[src/rtl/keypad_pkg.sv]
// Shared types and helpers for the 10-key keypad front end.
// The optional auto-repeat feature is enabled by defining KEYPAD_AUTOREPEAT_EN.
package keypad_pkg;

    localparam int unsigned KP_KEY_COUNT = 10;

    typedef enum logic [1:0] {
        KP_IDLE,
        KP_PRESSED,
        KP_MULTI
    } kp_state_t;

    localparam logic [KP_KEY_COUNT-1:0] KP_ONE = KP_KEY_COUNT'(1);

    // True when exactly one bit of the key vector is set.
    function automatic logic kp_is_onehot(input logic [KP_KEY_COUNT-1:0] v);
        return (v != '0) && ((v & (v - KP_ONE)) == '0);
    endfunction

endpackage

[src/rtl/keypad_debounce_10_filter.sv]
// Two-flop synchroniser plus stability filter: a synchronised value is accepted
// into o_stable only after CYCLES consecutive unchanged samples.
module debounce_filter #(
    parameter int unsigned WIDTH  = 10,
    parameter int unsigned CYCLES = 16
) (
    input  logic             i_clk,
    input  logic             i_rst,
    input  logic [WIDTH-1:0] i_raw,
    output logic [WIDTH-1:0] o_stable
);

    localparam int unsigned   CW      = $clog2(CYCLES + 1);
    localparam logic [CW-1:0] CNT_MAX = CW'(CYCLES);
    localparam logic [CW-1:0] CNT_ONE = CW'(1);

    logic [WIDTH-1:0] sync1;
    logic [WIDTH-1:0] sync2;
    logic [WIDTH-1:0] prev;
    logic [WIDTH-1:0] stable;
    logic [CW-1:0]    cnt;
    logic [CW-1:0]    cnt_d;

    // Count consecutive unchanged samples, saturating at CYCLES.
    always_comb begin
        cnt_d = cnt;
        if (sync2 != prev) begin
            cnt_d = '0;
        end else if (cnt != CNT_MAX) begin
            cnt_d = cnt + CNT_ONE;
        end
    end

    // Synchroniser, history register, counter and accepted value.
    always_ff @(posedge i_clk) begin
        if (i_rst) begin
            sync1  <= '0;
            sync2  <= '0;
            prev   <= '0;
            cnt    <= '0;
            stable <= '0;
        end else begin
            sync1 <= i_raw;
            sync2 <= sync1;
            prev  <= sync2;
            cnt   <= cnt_d;
            if (cnt_d == CNT_MAX) begin
                stable <= sync2;
            end
        end
    end

    assign o_stable = stable;

endmodule

[src/rtl/keypad_debounce_10.sv]
// Debounced 10-key keypad front end: filters raw key lines and presents either
// nothing or a single key to the downstream encoder; multi-key patterns are
// flagged on o_multi instead. Define KEYPAD_AUTOREPEAT_EN for auto-repeat strobes.
module keypad_debounce_10
    import keypad_pkg::*;
#(
    parameter int unsigned DEBOUNCE_CYCLES = 16
`ifdef KEYPAD_AUTOREPEAT_EN
    ,
    parameter int unsigned REPEAT_DELAY    = 256,
    parameter int unsigned REPEAT_PERIOD   = 64
`endif
) (
    input  logic                    i_clk,
    input  logic                    i_rst,
    input  logic [KP_KEY_COUNT-1:0] i_keys,
    output logic [KP_KEY_COUNT-1:0] o_keys,
    output logic                    o_strobe,
    output logic                    o_multi
);

    logic [KP_KEY_COUNT-1:0] stable;
    kp_state_t               state;
    kp_state_t               state_d;
    logic [KP_KEY_COUNT-1:0] keys_q;
    logic [KP_KEY_COUNT-1:0] keys_d;
    logic                    strobe_q;
    logic                    strobe_d;
    logic                    multi_q;
    logic                    multi_d;

`ifdef KEYPAD_AUTOREPEAT_EN
    localparam int unsigned   RW         = $clog2(REPEAT_DELAY);
    localparam logic [RW-1:0] RPT_FIRE   = RW'(REPEAT_DELAY - 1);
    localparam logic [RW-1:0] RPT_RELOAD = RW'(REPEAT_DELAY - REPEAT_PERIOD);
    localparam logic [RW-1:0] RPT_ONE    = RW'(1);

    logic [RW-1:0] rcnt;
    logic [RW-1:0] rcnt_d;
`endif

    debounce_filter #(
        .WIDTH  (KP_KEY_COUNT),
        .CYCLES (DEBOUNCE_CYCLES)
    ) u_filter (
        .i_clk    (i_clk),
        .i_rst    (i_rst),
        .i_raw    (i_keys),
        .o_stable (stable)
    );

    // Next state and next registered outputs from the accepted key value.
    always_comb begin
        state_d  = state;
        keys_d   = keys_q;
        strobe_d = 1'b0;
        multi_d  = multi_q;
`ifdef KEYPAD_AUTOREPEAT_EN
        rcnt_d   = rcnt;
`endif
        case (state)
            KP_IDLE: begin
                keys_d  = '0;
                multi_d = 1'b0;
                if (kp_is_onehot(stable)) begin
                    state_d  = KP_PRESSED;
                    keys_d   = stable;
                    strobe_d = 1'b1;
`ifdef KEYPAD_AUTOREPEAT_EN
                    rcnt_d   = '0;
`endif
                end else if (stable != '0) begin
                    state_d = KP_MULTI;
                    multi_d = 1'b1;
                end
            end
            KP_PRESSED: begin
                if (stable == '0) begin
                    state_d = KP_IDLE;
                    keys_d  = '0;
                end else if (stable != keys_q) begin
                    state_d = KP_MULTI;
                    keys_d  = '0;
                    multi_d = 1'b1;
                end else begin
`ifdef KEYPAD_AUTOREPEAT_EN
                    // First repeat after REPEAT_DELAY, then every REPEAT_PERIOD.
                    if (rcnt == RPT_FIRE) begin
                        strobe_d = 1'b1;
                        rcnt_d   = RPT_RELOAD;
                    end else begin
                        rcnt_d = rcnt + RPT_ONE;
                    end
`endif
                end
            end
            KP_MULTI: begin
                // No rollover: everything must be released before a new press.
                if (stable == '0) begin
                    state_d = KP_IDLE;
                    multi_d = 1'b0;
                end
            end
            default: begin
                state_d = KP_IDLE;
                keys_d  = '0;
                multi_d = 1'b0;
            end
        endcase
    end

    // State and output registers.
    always_ff @(posedge i_clk) begin
        if (i_rst) begin
            state    <= KP_IDLE;
            keys_q   <= '0;
            strobe_q <= 1'b0;
            multi_q  <= 1'b0;
        end else begin
            state    <= state_d;
            keys_q   <= keys_d;
            strobe_q <= strobe_d;
            multi_q  <= multi_d;
        end
    end

`ifdef KEYPAD_AUTOREPEAT_EN
    // Repeat counter, only meaningful while a single key is held.
    always_ff @(posedge i_clk) begin
        if (i_rst) begin
            rcnt <= '0;
        end else begin
            rcnt <= rcnt_d;
        end
    end
`endif

    assign o_keys   = keys_q;
    assign o_strobe = strobe_q;
    assign o_multi  = multi_q;

endmodule
[config.mk]
export PLATFORM = sky130hd
export DESIGN_NAME = keypad_debounce_10
export DESIGN_NICKNAME = d
export VERILOG_FILES = /design/src/rtl/keypad_pkg.sv /design/src/rtl/keypad_debounce_10_filter.sv /design/src/rtl/keypad_debounce_10.sv
export SDC_FILE = /design/constraint.sdc
export NUM_CORES = 1
export LEC_CHECK = 0
export BUFFER_PORTS_ARGS = -buffer_cell sky130_fd_sc_hd__buf_2
export CAP_MARGIN = 0
export CORE_MARGIN = 2
export CORE_UTILIZATION = 50
export DETAILED_ROUTE_END_ITERATION = 7
export PLACE_DENSITY = 0.77
export SLEW_MARGIN = 20
export SYNTH_ARGS = -nofsm -noshare
export SYNTH_HDL_FRONTEND = slang
export SYNTH_SLANG_ARGS = --single-unit
export TNS_END_PERCENT = 20
[constraint.sdc]
create_clock -name i_clk -period 4.3 [get_ports i_clk]
set_input_delay 0.43 -clock i_clk [delete_from_list [all_inputs] [get_ports i_clk]]
set_output_delay 0.43 -clock i_clk [all_outputs]
set_load 0.01 [all_outputs]
# Word-level counts from Yosys, hierarchy flattened
# Index checks and enable logic that the tools add are counted.
word_totals:
  reg_bits: 59
  inputBits: 12
  output_inout_bits: 12
classes:
  add_sub_neg: 2
  eq_ne: 11
  muxes: 19
  bitwise_logic: 3
  n_reduce_logical: 9
ops:
  columns: ["op", "n"]
  rows:
  - ["2-to-1 mux 10 bit", 3]
  - ["one-hot mux 10 bit (3 select lines)", 1]
  - ["zero test 10 bit", 2]
  - ["inequality test 10 bit", 2]
  - ["AND 10 bit", 1]
  - ["2-to-1 mux 2 bit", 5]
  - ["2-to-1 mux 5 bit", 2]
  - ["nonzero test 10 bit", 1]
  - ["subtractor 10 x 1 -> 10 bit, second input constant", 1]
  - ["2-to-1 mux 1 bit", 6]
  - ["inequality test 2 bit, second input constant", 3]
  - ["inequality test 3 bit, second input constant", 2]
  - ["one-hot mux 2 bit (3 select lines)", 1]
  - ["AND reduction 3 bit", 2]
  - ["adder 5 x 1 -> 5 bit, second input constant", 1]
  - ["equality test 5 bit, second input constant", 1]
  - ["inequality test 5 bit, second input constant", 1]
  - ["one-hot mux 1 bit (3 select lines)", 1]
  - ["equality test 2 x 1 -> 1 bit, second input constant", 1]
  - ["equality test 2 bit, second input constant", 1]
  - ["zero test 2 bit", 1]
  - ["inverter 1 bit", 2]
  - ["AND reduction 2 bit", 1]
  - ["OR reduction 2 bit", 1]
  - ["logical AND 1 bit", 1]

# Longest topological paths before layout
# Gate-level depths: netlist of run 1.
logic_depth:
  depth_word: 6
  ltp_mapped: 8
  mapped_depth_nobuf: 7

# Cells and area by module
# A second synthesis of run 1 with hierarchy kept.
unflattened:
  hier_cells: 212
  hier_area_um2: 2356.0
modules_own_cells:
  columns: ["mod", "n_inst", "cells_per_inst", "area_each_um2", "seq_area_each_um2"]
  rows:
  - ["debounce_filter", 1, 141, 1636.6, 900.9]
  - ["keypad_debounce_10", 1, 71, 719.4, 280.3]

# Worst setup path after synthesis of run 1
# OpenSTA, ideal clock, no wires.
synth_path:
  path_type: "register to register"
  from: "register u_filter.stable[6], in the netlist u_filter.o_stable[6]"
  to: "register keys_q[5], in the netlist o_keys[5]"
  setup_time_ns: 0.135
  arrival_time_ns: 1.728
  t_required_ns: 4.165
  path_slack_ns: 2.437
  stages_incl_launch_ff: 7
  cell_sequence: "dfxtp_1 buf_6 or4_4 nor4_4 nor3_2 a22oi_4 o32ai_2"
synth_via:
  elab_chain_cells: 6
  elab_cells_between_ends: 12
  classes_between: "add/sub: 1; eq/ne: 2; mux: 3; bitwise: 1; reduce/logical: 5"
synth_lines:
  columns: ["element", "line_no", "source"]
  rows:
  - ["start, declared", "keypad_debounce_10_filter.sv:20", "logic [WIDTH-1:0] stable;"]
  - ["start signal, assigned", "keypad_debounce_10_filter.sv:48", "stable <= sync2;"]
  - ["subtractor 10 x 1 -> 10 bit", "keypad_pkg.sv:17", "return (v != '0) && ((v & (v - KP_ONE)) == '0);"]
  - ["AND 10 bit", "keypad_pkg.sv:17", null]
  - ["zero test 10 bit", "keypad_pkg.sv:17", null]
  - ["logical AND 1 bit", "keypad_pkg.sv:17", null]
  - ["2-to-1 mux 10 bit", "keypad_debounce_10.sv:65", "if (kp_is_onehot(stable)) begin"]
  - ["one-hot mux 10 bit (3 select lines)", "keypad_debounce_10.sv:61", "case (state)"]
  - ["end signal, assigned", "keypad_debounce_10.sv:121", "keys_q <= keys_d;"]
  - ["end, declared", "keypad_debounce_10.sv:25", "logic [KP_KEY_COUNT-1:0] keys_q;"]
# Several ways; a longest one is shown, not always the timed one.
# A chain may end at the register's enable or synchronous reset.

# Final worst setup path of run 1
# Ends and elaborated chain as after synthesis.

==> summary.txt, run 1 <==
Pwr
  – Leak: 1.18 nW
  – Power per Cell Area: 395 nW/um^2
  – Net switching power figure: 0.000241 W
  – Clock network power share: 0.452
  – Seq pwr share: 0.509
  – Peak supply drop: 0.000279 V
  – Int Pwr: 0.000870 W
  – Switching portion of total power: 0.217
  – Logic gate share of total power: 0.039
  – Overall Power: 0.00111 W

Detailed routing
  – Final ANT Viol Nets: 0
  – Final WL: 4470 um
  – Drt pass-1 iters: 4
  – Via count: 1876
  – DRT iter0 DRCs: 102
  – Post-DR vias/cell: 5.36
  – DRC: 0
  – Average wire per standard cell: 12.8 um

Placement
  – IO buf count: 23
  – HPWL after DPL: 3010 um
  – Routability cong.: 0.861

STA
  – Post-layout min period: 2.07 ns
  – Worst slew margin: 0.484
  – Tcrit/Tclk final: 0.481
  – Hold Fails Final Rpt: 0
  – Setup TNS: 0 ns
  – Final Max Tran Viols: 0
  – Fmax: 0.484 GHz
  – RSZ-0062 raised after global routing: false
  – Transition time of the tightest slew-check pin: 0.773 ns
  – Setup Viol. Count Final: 0
  – Clock skew: 0.00364 ns

Final layout
  – Share of cells above drive strength 1: 0.177
  – Final nets: 293
  – Diodes inserted: 0
  – Layout Area Growth over Synthesis: 13.4%

Global routing
  – Initial antenna violation count: 0
  – Gr usage total: 0.184
  – Vias in the first global route: 1733
  – First-pass GRT wire length: 7610 um
  – Pin count of the biggest net entering global routing: 46
  – Total grt overflow: 0

Worst setup path
  – Worst setup SP type: flop
  – CP startpoint: u_filter.o_stable[6]$_SDFFE_PP0N_
  – Critical Path Sink Type: flop
  – Reg2reg end: o_keys[5]$_SDFFE_PP0P_
  – Internal reg-to-reg setup slack: 2.23 ns
  – Reg-to-reg critical path startpoint: u_filter.o_stable[6]$_SDFFE_PP0N_
  – Worst reg-to-reg path cell count: 5
  – Critical-path maximum fanout: 10
  – Worst EP required: 4.50 ns
  – Worst Setup EP: o_keys[5]$_SDFFE_PP0P_
  – CP Class: reg2reg
  – WP data arrival: 2.27 ns

Die
  – Die H: 74.4 um
  – Num ports: 24
  – Die W: 74.4 um
  – Starting Density: 0.521
  – Die Area: 5540 sq um
  – Row count: 25
  – Area of the core: 4750 sq um

Logic synthesis
  – EDFF count, synth: 0
  – Netlist cell types: 45
  – Mapped cell area: 2480 sq um
  – Commonest cells in the synthesized netlist: dfxtp_1 (59), nor2b_1 (31), inv_1 (23), xor2_1 (20), nand4_1 (11)
  – Fraction of registers with async set/reset: 0
  – Primary FF master, synth: dfxtp_1
  – Synth top area share: 0.477
  – Post-Syn Instances: 260
  – Yosys warning count: 0
  – Area leader, netlist: dfxtp_1
  – Top-count cell post-synth: dfxtp_1
  – #FFs+latches synth: 59
  – Seq/Total Area, Yosys: 0.477
  – Area contributors post-synth: dfxtp_1 (48%), nor2b_1 (7.8%), xor2_1 (7.1%), inv_1 (3.5%), o31ai_1 (3.0%)
  – Mean Syn Cell Area: 9.53 sq um
  – Mapped Nets: 274

Clocking
  – Num CTS Buffers: 9
  – Postcts setup bufs: 0
  – H-tree depth: 3
  – # hold bufs at CTS: 0
  – Cts repair resizes: 0
  – Reg clk slew, reported paths: 0.06 ns
  – CTS max path bufs: 2
  – Clk_lat worst skew: 0.33 ns
  – CTS tree: done
  – Clk root buf: clkbuf_8
  – CTS sink cnt: 59

Outcome
  – Status: finished clean

Hold path
  – Hold Path Class: in2reg

Run
  – Max-cap viol count: 0
-- how the worst min path moves through the flow --
stage	startpoint	to	slack, ns	depth (start not counted)
after detailed placement	u_filter.sync1[1]$_SDFF_PP0_	u_filter.sync2[1]$_SDFF_PP0_	0.43	1
after floorplan	u_filter.sync1[0]$_SDFF_PP0_	u_filter.sync2[0]$_SDFF_PP0_	0.41	1
after CTS	i_keys[1]	u_filter.sync1[1]$_SDFF_PP0_	0.29	2
final	i_keys[1]	u_filter.sync1[1]$_SDFF_PP0_	0.30	2
after global placement	u_filter.sync1[4]$_SDFF_PP0_	u_filter.sync2[4]$_SDFF_PP0_	0.42	1
after global routing	i_keys[1]	u_filter.sync1[1]$_SDFF_PP0_	0.28	2
-- critical path, cell delays in order (launching register included) --
cell and delay (ns):
dfxtp_1 0.40, or4_4 0.60, nor4_4 0.33, nor3_2 0.12
a22oi_4 0.35, o32ai_2 0.14
-- state kept, by name, indices dropped and copies added (netlist names) --
signal	count
o_keys	10
u_filter.sync1	10
state	2
o_strobe	1
u_filter.prev	10
u_filter.o_stable	10
u_filter.sync2	10
u_filter.cnt	5
o_multi	1
-- power by group through the flow --
stage                     Combinational, W  Sequential [W]  Clock, W
after floorplan                  0.0000325        0.000576         0
after global placement           0.0000424        0.000577         0
after detailed placement         0.0000429        0.000577         0
after CTS                        0.0000432        0.000565  0.000514
after global routing             0.0000475        0.000566  0.000540
final                            0.0000433        0.000565  0.000502
-- final cells by class --
| class | instances | area (sq um) |
|---|---|---|
| multi-input cells | 163 | 1140 |
| clock buffers | 11 | 151 |
| repair buffers | 23 | 115 |
| flip-flops and latches | 59 | 1180 |
| inverters | 23 | 86.3 |
| clock inverters | 4 | 50.0 |
| fillers | 437 | 1940 |
| well taps | 67 | 83.8 |
-- metrics by stage --
stage | area [sq um] | instances | utilization | hold slack, ns | setup slack (ns)
after detailed placement | 2610 | 335 | 0.549 | 0.428 | 2.00
after global placement | 2610 | 335 | 0.549 | 0.418 | 2.07
final | 2810 | 350 | 0.591 | 0.301 | 2.23
after global routing | 2810 | 350 | 0.591 | 0.284 | 2.10
after floorplan | 2480 | 260 | - | 0.414 | 2.44
after CTS | 2810 | 350 | 0.591 | 0.285 | 2.22
-- logic make-up after synthesis --
kind of cell | after synthesis | share of synthesized area
AO/OA/AOI/OAI | 47 | 0.140
flip-flops | 59 | 0.477
multiplexers | 2 | 0.00858
AND/OR/NAND/NOR | 87 | 0.213
adder cells (fa/ha/maj) | 4 | 0.0182
XOR/XNOR | 23 | 0.0813
buffers and inverters | 38 | 0.0626
-- layout by cell type, fill, tap and decap left out, types with 7 or more instances in the layout --
cell / count
clkbuf_8: 11
inv_1: 23
nor4_1: 7
nor2_1: 10
o31ai_1: 10
nand4_1: 11
dfxtp_1: 59
o22ai_1: 9
buf_2: 23
xor2_1: 20
nor2b_1: 31
a21oi_1: 10
-- per-layer routing --
metal / vias to the layer above / GRT usage / wire, um
met4: 0 / 0.0813 / 47
met5: - / 0 / 0
met2: 46 / 0.287 / 2180
met1: 878 / 0.226 / 2030
li1: 945 / - / -
met3: 7 / 0.0691 / 208
Note: power is estimated with default switching activity, not from simulation.
==> run 2, diff against run 1 <==
==> constraint.sdc (replaced) <==
create_clock -name i_clk -period 2 [get_ports i_clk]
set_input_delay 0.2 -clock i_clk [delete_from_list [all_inputs] [get_ports i_clk]]
set_output_delay 0.2 -clock i_clk [all_outputs]
set_load 0.01 [all_outputs]
==> summary.txt, run 2 (synthesized netlist as in run 1, its figures left out) <==
Worst setup path
  – Critical Path Sink Type: flop (unchanged)
  – WP data arrival: 2.09 ns (was 2.27 ns)
  – CP Class: reg2reg (unchanged)
  – Worst setup SP type: flop (unchanged)
  – CP startpoint: u_filter.o_stable[2]$_SDFFE_PP0N_ (was u_filter.o_stable[6]$_SDFFE_PP0N_)
  – Worst EP required: 2.21 ns (was 4.50 ns)
  – Reg-to-reg critical path startpoint: u_filter.o_stable[2]$_SDFFE_PP0N_ (was u_filter.o_stable[6]$_SDFFE_PP0N_)
  – Critical-path maximum fanout: 6 (was 10)
  – Internal reg-to-reg setup slack: 0.12 ns (was 2.23 ns)

Detailed routing
  – Via count: 1900 (was 1876)
  – Post-DR vias/cell: 5.23 (was 5.36)
  – Average wire per standard cell: 12.7 um (was 12.8 um)
  – Drt pass-1 iters: 4 (unchanged)
  – Final ANT Viol Nets: 0 (unchanged)
  – DRT iter0 DRCs: 126 (was 102)
  – DRC: 0 (unchanged)
  – Final WL: 4600 um (was 4470 um)

Clocking
  – Cts repair resizes: 0 (unchanged)
  – Reg clk slew, reported paths: 0.06 ns (about the same)
  – CTS tree: done (unchanged)
  – CTS sink cnt: 59 (unchanged)
  – Clk_lat worst skew: 0.34 ns (was 0.33 ns)
  – Clk root buf: clkbuf_8 (unchanged)
  – # hold bufs at CTS: 0 (unchanged)
  – H-tree depth: 3 (unchanged)
  – Postcts setup bufs: 0 (unchanged)
  – CTS max path bufs: 2 (unchanged)
  – Num CTS Buffers: 9 (unchanged)

Final layout
  – Most frequent cells in the layout: dfxtp_1 (58), nor2b_1 (31), inv_1 (23), buf_2 (23), xor2_1 (20) (was dfxtp_1 (59), nor2b_1 (31), inv_1 (23), buf_2 (23), xor2_1 (20))
  – Commonest non-fill, non-tap cell in the layout: dfxtp_1 (unchanged)
  – Layout Area Growth over Synthesis: 19.6% (was 13.4%)
  – Diodes inserted: 0 (unchanged)
  – Share of cells above drive strength 1: 0.223 (was 0.177)
  – Layout Cell Area excl Fill: 2960 sq um (was 2810 sq um)
  – Final nets: 306 (was 293)

STA
  – Fmax: 0.532 GHz (was 0.484 GHz)
  – Final Max Tran Viols: 0 (unchanged)
  – Worst slew margin: 0.672 (was 0.484)
  – Setup Viol. Count Final: 0 (unchanged)
  – Post-layout min period: 1.88 ns (was 2.07 ns)
  – Transition time of the tightest slew-check pin: 0.487 ns (was 0.773 ns)
  – Setup TNS: 0 ns (unchanged)
  – Hold Fails Final Rpt: 0 (unchanged)
  – RSZ-0062 raised after global routing: false (unchanged)
  – Tcrit/Tclk final: 0.939 (was 0.481)
  – Clock skew: 0.00486 ns (was 0.00364 ns)
  – Hold Slack: 0.0712 ns (was 0.301 ns)

Global routing
  – Pin count of the biggest net entering global routing: 41 (was 46)
  – Vias in the first global route: 1742 (was 1733)
  – Initial antenna violation count: 0 (unchanged)
  – Total grt overflow: 0 (unchanged)
  – First-pass GRT wire length: 7930 um (was 7610 um)
  – Gr usage total: 0.190 (was 0.184)

Placement
  – Placed cell areas: 2710 sq um (was 2610 sq um)
  – HPWL after DPL: 3100 um (was 3010 um)
  – Routability cong.: 0.845 (was 0.861)
  – IO buf count: 23 (unchanged)

Pwr
  – Peak supply drop: 0.000567 V (was 0.000279 V)
  – Logic gate share of total power: 0.037 (was 0.039)
  – Leak: 1.28 nW (was 1.18 nW)
  – Clock network power share: 0.505 (was 0.452)
  – Int Pwr: 0.00213 W (was 0.000870 W)
  – Power per Cell Area: 895 nW/um^2 (was 395 nW/um^2)
  – Overall Power: 0.00265 W (was 0.00111 W)
  – Switching portion of total power: 0.198 (was 0.217)
  – Net switching power figure: 0.000524 W (was 0.000241 W)
  – Seq pwr share: 0.458 (was 0.509)

Die
  – Area of the core: 4750 sq um (unchanged)
  – Num ports: 24 (unchanged)
  – Starting Density: 0.521 (unchanged)
  – Row count: 25 (unchanged)
  – Die H: 74.4 um (unchanged)
  – Die Area: 5540 sq um (unchanged)
  – Die W: 74.4 um (unchanged)

Outcome
  – Status: finished clean (unchanged)

Hold path
  – Hold Crit Start: i_keys[6] (was i_keys[1])
  – Hold Path Class: in2reg (unchanged)

Run
  – Max-cap viol count: 0 (unchanged)
## run 2: power by group through the flow
stage / sequential (W) / combinational [W] / clock, W
2_1_floorplan: 0.00124 / 0.0000699 / 0
3_3_place_gp: 0.00124 / 0.0000949 / 0
3_5_place_dp: 0.00124 / 0.0000963 / 0
4_1_cts: 0.00122 / 0.0000971 / 0.00137
5_1_grt: 0.00122 / 0.000110 / 0.00142
6_report: 0.00122 / 0.0000982 / 0.00134
## run 2: cell type report
type / count / area, sq um
tap: 67 / 83.8
clock inverter: 4 / 97.6
inverter: 23 / 86.3
timing repair buffer: 36 / 213
multi-input combinational: 163 / 1150
sequential: 59 / 1180
fill: 415 / 1790
clock buffer: 11 / 151
## run 2: worst paths after layout
kind | depth (start not counted) | to
worst min-delay path | 2 | u_filter.sync1[6]$_SDFF_PP0_
worst max register to register | 5 | o_multi$_SDFFE_PP0P_
worst max-delay path | 5 | o_multi$_SDFFE_PP0P_
worst min register to register | 1 | u_filter.sync2[4]$_SDFF_PP0_
## run 2: critical path, cell delays in order (launching register included)
cell,delay [ns]
dfxtp_1,0.37
or4_4,0.55
a2111oi_1,0.42
nand3_1,0.12
o211ai_1,0.17
a221oi_1,0.13
## run 2: layer usage
metal  share of wire  vias to the layer above  global-route usage
met5               0                        -                   0
met1            0.46                      895               0.246
li1                -                      965                   -
met3           0.040                        8              0.0772
met4           0.016                        0              0.0794
met2            0.48                       32               0.283
## run 2: metrics by stage
step	utilization	setup WS, ns	std cells
detailed placement	0.569	0.136	348
finish	0.623	0.122	363
global placement	0.569	0.174	348
CTS	0.622	0.0976	363
global route	0.623	0.0192	363
floorplan	-	0.137	260
